**src/rtl/systolic_feeder_if.sv**
```systemverilog
//------------------------------------------------------------------
// systolic_feeder_if: row-load, control and operand lanes of the feeder
// Rev 1.0
//------------------------------------------------------------------
`default_nettype none

interface systolic_feeder_if #(
  parameter int SIZE = 4,
  parameter int DW   = 8
);
  localparam int RW = $clog2(SIZE);

  logic               wr_en;
  logic               wr_sel;
  logic [RW-1:0]      wr_row;
  logic [SIZE*DW-1:0] wr_data;
  logic               wr_ready;
  logic               start;
  logic               busy;
  logic [SIZE*DW-1:0] a_out;
  logic [SIZE*DW-1:0] b_out;
  logic               feed_valid;
  logic               done;

  modport master (
    output wr_en, wr_sel, wr_row, wr_data, start,
    input  wr_ready, busy, a_out, b_out, feed_valid, done
  );

  modport slave (
    input  wr_en, wr_sel, wr_row, wr_data, start,
    output wr_ready, busy, a_out, b_out, feed_valid, done
  );
endinterface

`default_nettype wire

```
**src/rtl/systolic_feeder.sv**
```systemverilog
//------------------------------------------------------------------
// systolic_feeder: stores A and B, streams them diagonally skewed into pe_array
// Rev 1.0
//------------------------------------------------------------------
`default_nettype none

module systolic_feeder #(
  parameter int SIZE = 4,
  parameter int DW   = 8
) (
  input  logic            clk,
  input  logic            rst_n,
  systolic_feeder_if.slave bus
);
  localparam int RW = $clog2(SIZE);
  localparam int TW = $clog2(2*SIZE);
  localparam logic [RW:0] ROW_LIMIT = (RW+1)'(SIZE);

  typedef enum logic [1:0] {
    S_IDLE  = 2'd0,
    S_FEED  = 2'd1,
    S_DRAIN = 2'd2,
    S_DONE  = 2'd3
  } state_t;

  state_t             state, state_nxt;
  logic [TW-1:0]      t, t_nxt;
  logic [DW-1:0]      mem_a [SIZE][SIZE];
  logic [DW-1:0]      mem_b [SIZE][SIZE];
  logic [DW-1:0]      a_eff [SIZE][SIZE];
  logic [DW-1:0]      b_eff [SIZE][SIZE];
  logic [SIZE*DW-1:0] a_nxt, b_nxt;
  logic [SIZE*DW-1:0] a_out_r, b_out_r;
  logic               feed_valid_r, done_r, busy_r, wr_ready_r;
  logic               wr_ok, wr_a, wr_b;

  assign wr_ok = (state == S_IDLE) && bus.wr_en && ({1'b0, bus.wr_row} < ROW_LIMIT);
  assign wr_a  = wr_ok && !bus.wr_sel;
  assign wr_b  = wr_ok &&  bus.wr_sel;

  // Storage after this cycle's write, so a start in the same cycle sees new data.
  always_comb begin
    for (int r = 0; r < SIZE; r++) begin
      for (int k = 0; k < SIZE; k++) begin
        a_eff[r][k] = (wr_a && bus.wr_row == RW'(r)) ? bus.wr_data[DW*k +: DW] : mem_a[r][k];
        b_eff[r][k] = (wr_b && bus.wr_row == RW'(r)) ? bus.wr_data[DW*k +: DW] : mem_b[r][k];
      end
    end
  end

  always_ff @(posedge clk or negedge rst_n) begin
    if (!rst_n) begin
      mem_a <= '{default: '0};
      mem_b <= '{default: '0};
    end else begin
      mem_a <= a_eff;
      mem_b <= b_eff;
    end
  end

  // t counts FEED steps, then is reused as the DRAIN cycle counter.
  always_comb begin
    state_nxt = state;
    t_nxt     = t;
    case (state)
      S_IDLE: begin
        if (bus.start) begin
          state_nxt = S_FEED;
          t_nxt     = '0;
        end
      end
      S_FEED: begin
        if (t == TW'(2*SIZE-2)) begin
          state_nxt = S_DRAIN;
          t_nxt     = '0;
        end else begin
          t_nxt = t + TW'(1);
        end
      end
      S_DRAIN: begin
        if (t == TW'(SIZE-1)) begin
          state_nxt = S_DONE;
          t_nxt     = '0;
        end else begin
          t_nxt = t + TW'(1);
        end
      end
      S_DONE:  state_nxt = S_IDLE;
      default: state_nxt = S_IDLE;
    endcase
  end

  // Lane i carries A[i][t-i]; lane j carries B[t-j][j]; zero off the diagonal band.
  always_comb begin
    a_nxt = '0;
    b_nxt = '0;
    if (state_nxt == S_FEED) begin
      for (int i = 0; i < SIZE; i++) begin
        for (int k = 0; k < SIZE; k++) begin
          if (int'(t_nxt) == i + k) begin
            a_nxt[DW*i +: DW] = a_eff[i][k];
            b_nxt[DW*i +: DW] = b_eff[k][i];
          end
        end
      end
    end
  end

  always_ff @(posedge clk or negedge rst_n) begin
    if (!rst_n) begin
      state        <= S_IDLE;
      t            <= '0;
      a_out_r      <= '0;
      b_out_r      <= '0;
      feed_valid_r <= 1'b0;
      done_r       <= 1'b0;
      busy_r       <= 1'b0;
      wr_ready_r   <= 1'b1;
    end else begin
      state        <= state_nxt;
      t            <= t_nxt;
      a_out_r      <= a_nxt;
      b_out_r      <= b_nxt;
      feed_valid_r <= (state_nxt == S_FEED);
      done_r       <= (state_nxt == S_DONE);
      busy_r       <= (state_nxt != S_IDLE);
      wr_ready_r   <= (state_nxt == S_IDLE);
    end
  end

  assign bus.a_out      = a_out_r;
  assign bus.b_out      = b_out_r;
  assign bus.feed_valid = feed_valid_r;
  assign bus.done       = done_r;
  assign bus.busy       = busy_r;
  assign bus.wr_ready   = wr_ready_r;

endmodule

`default_nettype wire

```
**src/flat_wrapper.sv**
```systemverilog
// flat-port wrapper written by rule: the top's interface ports become plain ports
module systolic_feeder_flat 
#(
  parameter int SIZE = 4,
  parameter int DW   = 8
)
  (clk, rst_n, bus_wr_en, bus_wr_sel, bus_wr_row, bus_wr_data, bus_start, bus_wr_ready, bus_busy, bus_a_out, bus_b_out, bus_feed_valid, bus_done);
  systolic_feeder_if #(.SIZE(SIZE), .DW(DW)) bus_i ();
  input  logic clk;
  input  logic rst_n;
  input wire logic [$bits(bus_i.wr_en)-1:0] bus_wr_en;
  input wire logic [$bits(bus_i.wr_sel)-1:0] bus_wr_sel;
  input wire logic [$bits(bus_i.wr_row)-1:0] bus_wr_row;
  input wire logic [$bits(bus_i.wr_data)-1:0] bus_wr_data;
  input wire logic [$bits(bus_i.start)-1:0] bus_start;
  output wire logic [$bits(bus_i.wr_ready)-1:0] bus_wr_ready;
  output wire logic [$bits(bus_i.busy)-1:0] bus_busy;
  output wire logic [$bits(bus_i.a_out)-1:0] bus_a_out;
  output wire logic [$bits(bus_i.b_out)-1:0] bus_b_out;
  output wire logic [$bits(bus_i.feed_valid)-1:0] bus_feed_valid;
  output wire logic [$bits(bus_i.done)-1:0] bus_done;
  assign bus_i.wr_en = bus_wr_en;
  assign bus_i.wr_sel = bus_wr_sel;
  assign bus_i.wr_row = bus_wr_row;
  assign bus_i.wr_data = bus_wr_data;
  assign bus_i.start = bus_start;
  assign bus_wr_ready = bus_i.wr_ready;
  assign bus_busy = bus_i.busy;
  assign bus_a_out = bus_i.a_out;
  assign bus_b_out = bus_i.b_out;
  assign bus_feed_valid = bus_i.feed_valid;
  assign bus_done = bus_i.done;
  systolic_feeder #(.SIZE(SIZE), .DW(DW)) u_core (.clk(clk), .rst_n(rst_n), .bus(bus_i));
endmodule
```
**config.mk**
```make
export PLATFORM = sky130hd
export DESIGN_NAME = systolic_feeder_flat
export DESIGN_NICKNAME = d
export VERILOG_FILES = /design/src/rtl/systolic_feeder_if.sv /design/src/rtl/systolic_feeder.sv /design/src/flat_wrapper.sv
export SDC_FILE = /design/constraint.sdc
export NUM_CORES = 1
export LEC_CHECK = 0
export BUFFER_PORTS_ARGS = -buffer_cell sky130_fd_sc_hd__buf_2
export CAP_MARGIN = 25
export CORE_MARGIN = 2
export CORE_UTILIZATION = 65
export CTS_CLUSTER_DIAMETER = 40
export DETAILED_ROUTE_END_ITERATION = 10
export GPL_TIMING_DRIVEN = 0
export PLACE_DENSITY_LB_ADDON = 0.1
export SYNTH_ARGS = -nofsm -noshare
export SYNTH_HDL_FRONTEND = slang
export SYNTH_SLANG_ARGS = --single-unit
```
**constraint.sdc**
```tcl
create_clock -name clk -period 6.66 [get_ports clk]
set_input_delay 0.666 -clock clk [delete_from_list [all_inputs] [get_ports clk]]
set_output_delay 0.666 -clock clk [all_outputs]
set_load 0.02 [all_outputs]
```
==> out/metrics.cfg <==
[final_layout]
drive_gt1_share_pct=43.2
final_cell_mix=dfrtp_1 (328), mux2_2 (236), buf_2 (139)
final_common_cell=dfrtp_1
final_area_um2=16800
area_growth_pct=16.2
nets=1274

[die]
start_util_pct=66.2
core_um2=21800
dieArea_um2=23400
row_count=54
die_w_um=153
die_h_um=153
ios=107

[cts]
cts_setup_buffers=0
h-tree-depth=2
cts_buffer_depth=3
clk_latency_ns=0.52
cts_buffers=40
cts_tree=yes
cts.clk_slew.worst_paths_ns=0.06
cts-resized-gates=0
ctsHoldBuffers=0
cts.sinks=329
cts_root_buf=clkbuf_16

[placed_design]
dp_hpwl_um=25900
dpl_cell_area_um2=15400
place.gp.congestion=0.912
numPortBuffers=106

[sta]
hold_viol=0
maxSlewHeadroom_pct=36.2
fin_crit_ns=3.01
slew_viol_final=0
max_freq_mhz=333
setup_viol=0
finalSetupTns_ns=0
skew_ns=0.0117
worst_slew_pin_slew_ns=0.957
rsz0062_at_grt=false
period_share_pct=45.1

[synth]
synth-async-reset-ratio_pct=100
synth-edff-count=0
mappedNetlistArea_um2=14400
syn_inst=1080
syn_avg_cell_area_um2=13.4
synth_cell_types=56
synth_top_cell_area_share_pct=56.8
yosys.area.top_type=dfrtp_1
yosys-top-cells-area=dfrtp_1 (57%), mux2_2 (18%), a21oi_1 (2.2%)
syn_nets=1123
ys.flop_type=dfrtp_1
ys.warnings.count=0
ys_ff_latch=329
ys_seq_area_share_pct=57.0

[pwr]
power_leakage_nw=7.93
power_mw=9.63
irDropWorstVdd_mv=0.424
p_per_area_nw_per_um2=574

[global_routing]
antenna_found_initial=2
track_usage_pct=33.5
grt_max_degree=104
grt_pass1_wl_um=59300
overflow=0
grt_pass1_vias=9946

[setup_path]
end_kind=register
startpoint_type=register
critical_path_class=reg2reg
crit_required_ns=7.02
critPathMaxFanout=10
worst_ep_arrival_time_ns=3.37

[detailed_routing]
firstDrtPassIters=5
vias_per_cell=6.33
ant_nets=0
drc=0
wl_um=38700
routedWlPerCell_um=25.1
drtIter0Drc=902
vias=9749

[flow_run]
max_cap_viol_count=0

[min_path]
hold_class=in2async

[run_status]
outcome=completed

## cells by family (layout without fill, tap and decap cells)
kind of cell             count (synthesis)  count (layout)  share of synthesized area (%)
AND/OR/NAND/NOR                        147             147                           5.98
other                                    0               1                              0
flip-flops                             329             329                           57.0
buffers and inverters                  106             285                           4.06
multiplexers                           256             256                           19.8
adder cells (fa/ha/maj)                  4               4                          0.346
AO/OA/AOI/OAI                          238             238                           12.8
## synthesized netlist by cell type, drive strengths merged (2+ instances only)
library cell / count
inv: 22
o211ai: 2
ha: 4
a211oi: 32
a21boi: 33
nor4: 15
buf: 59
clkinv: 3
nor3: 33
a311oi: 16
clkbuf: 22
o21ai: 52
a221oi: 15
and3: 3
dfrtp: 328
nand3: 4
nor2b: 18
and2: 3
a21oi: 63
a22oi: 15
mux2i: 15
nor2: 22
nand2: 43
a21bo: 2
mux2: 241
o32a: 2
## per-stage QoR
stage / worst slack (ns) / hold slack [ns] / utilization [%] / cells
6_report: 3.65 / 0.128 / 76.9 / 1540
5_1_grt: 3.52 / 0.181 / 76.9 / 1539
4_1_cts: 3.75 / 0.151 / 76.9 / 1539
3_5_place_dp: 3.78 / 0.468 / 70.7 / 1469
3_3_place_gp: -1.23 / 0.455 / 70.2 / 1466
2_1_floorplan: 4.33 / 0.370 / - / 1080
## worst paths after layout
path / startpoint / endpoint / slack, ns / cells after the start
worst max register to register: u_core.t[0]$_DFF_PN0_ / u_core.bus.a_out[0]$_DFF_PN0_ / 3.65 / 8
max in group asynchronous: rst_n / u_core.bus.a_out[13]$_DFF_PN0_ / 5.28 / 3
worst max-delay path: u_core.t[0]$_DFF_PN0_ / u_core.bus.a_out[0]$_DFF_PN0_ / 3.65 / 8
min in group clk: u_core.mem_a[12]$_DFF_PN0_ / u_core.mem_a[12]$_DFF_PN0_ / 0.48 / 2
worst min register to register: u_core.mem_a[12]$_DFF_PN0_ / u_core.mem_a[12]$_DFF_PN0_ / 0.48 / 2
worst min-delay path: rst_n / u_core.bus.b_out[27]$_DFF_PN0_ / 0.13 / 1
## flip-flops by register name (all words and copies together) (netlist names)
name and flops:
u_core.bus.b_out 32, u_core.mem_a 128, u_core.bus.feed_valid 1, u_core.bus.busy 1
u_core.bus.wr_ready 1, u_core.t 3, u_core.bus.a_out 32, u_core.mem_b 128
u_core.state 2, u_core.bus.done 1
## critical path, stage by stage, from the launching register on
cell and delay [ns]:
dfrtp_1 0.43, ha_1 0.24, ha_1 0.28, o32a_1 0.19, a21boi_2 0.24, buf_4 0.24
clkbuf_1 0.64, o21ai_1 0.16, a211oi_1 0.44
## power by group
group	leakage [nW]	total (mW)	switching (mW)	internal, mW
Sequential	4.29	3.03	0.213	2.82
Clock	0.673	2.23	0.842	1.39
Combinational	2.97	4.37	2.73	1.64
## per-layer routing
layer | part of all wire (%) | vias to the layer above | wire, µm | track usage, %
met2 | 47 | 399 | 18300 | 53.0
met3 | 6.8 | 79 | 2650 | 5.90
met4 | 3.2 | 0 | 1240 | 12.5
met1 | 43 | 5059 | 16500 | 47.1
li1 | - | 4212 | - | -
met5 | 0 | - | 0 | 0
## final cells by class
cell class | count | area [µm²]
inverter | 25 | 101
sequential | 329 | 8230
multi-input combinational | 645 | 5630
tap | 280 | 350
buffer | 81 | 485
timing repair buffer | 109 | 623
antenna | 1 | 2.50
clock inverter | 22 | 292
fill | 1462 | 5030
clock buffer | 48 | 1070
Power figures use the tool's default switching activity.
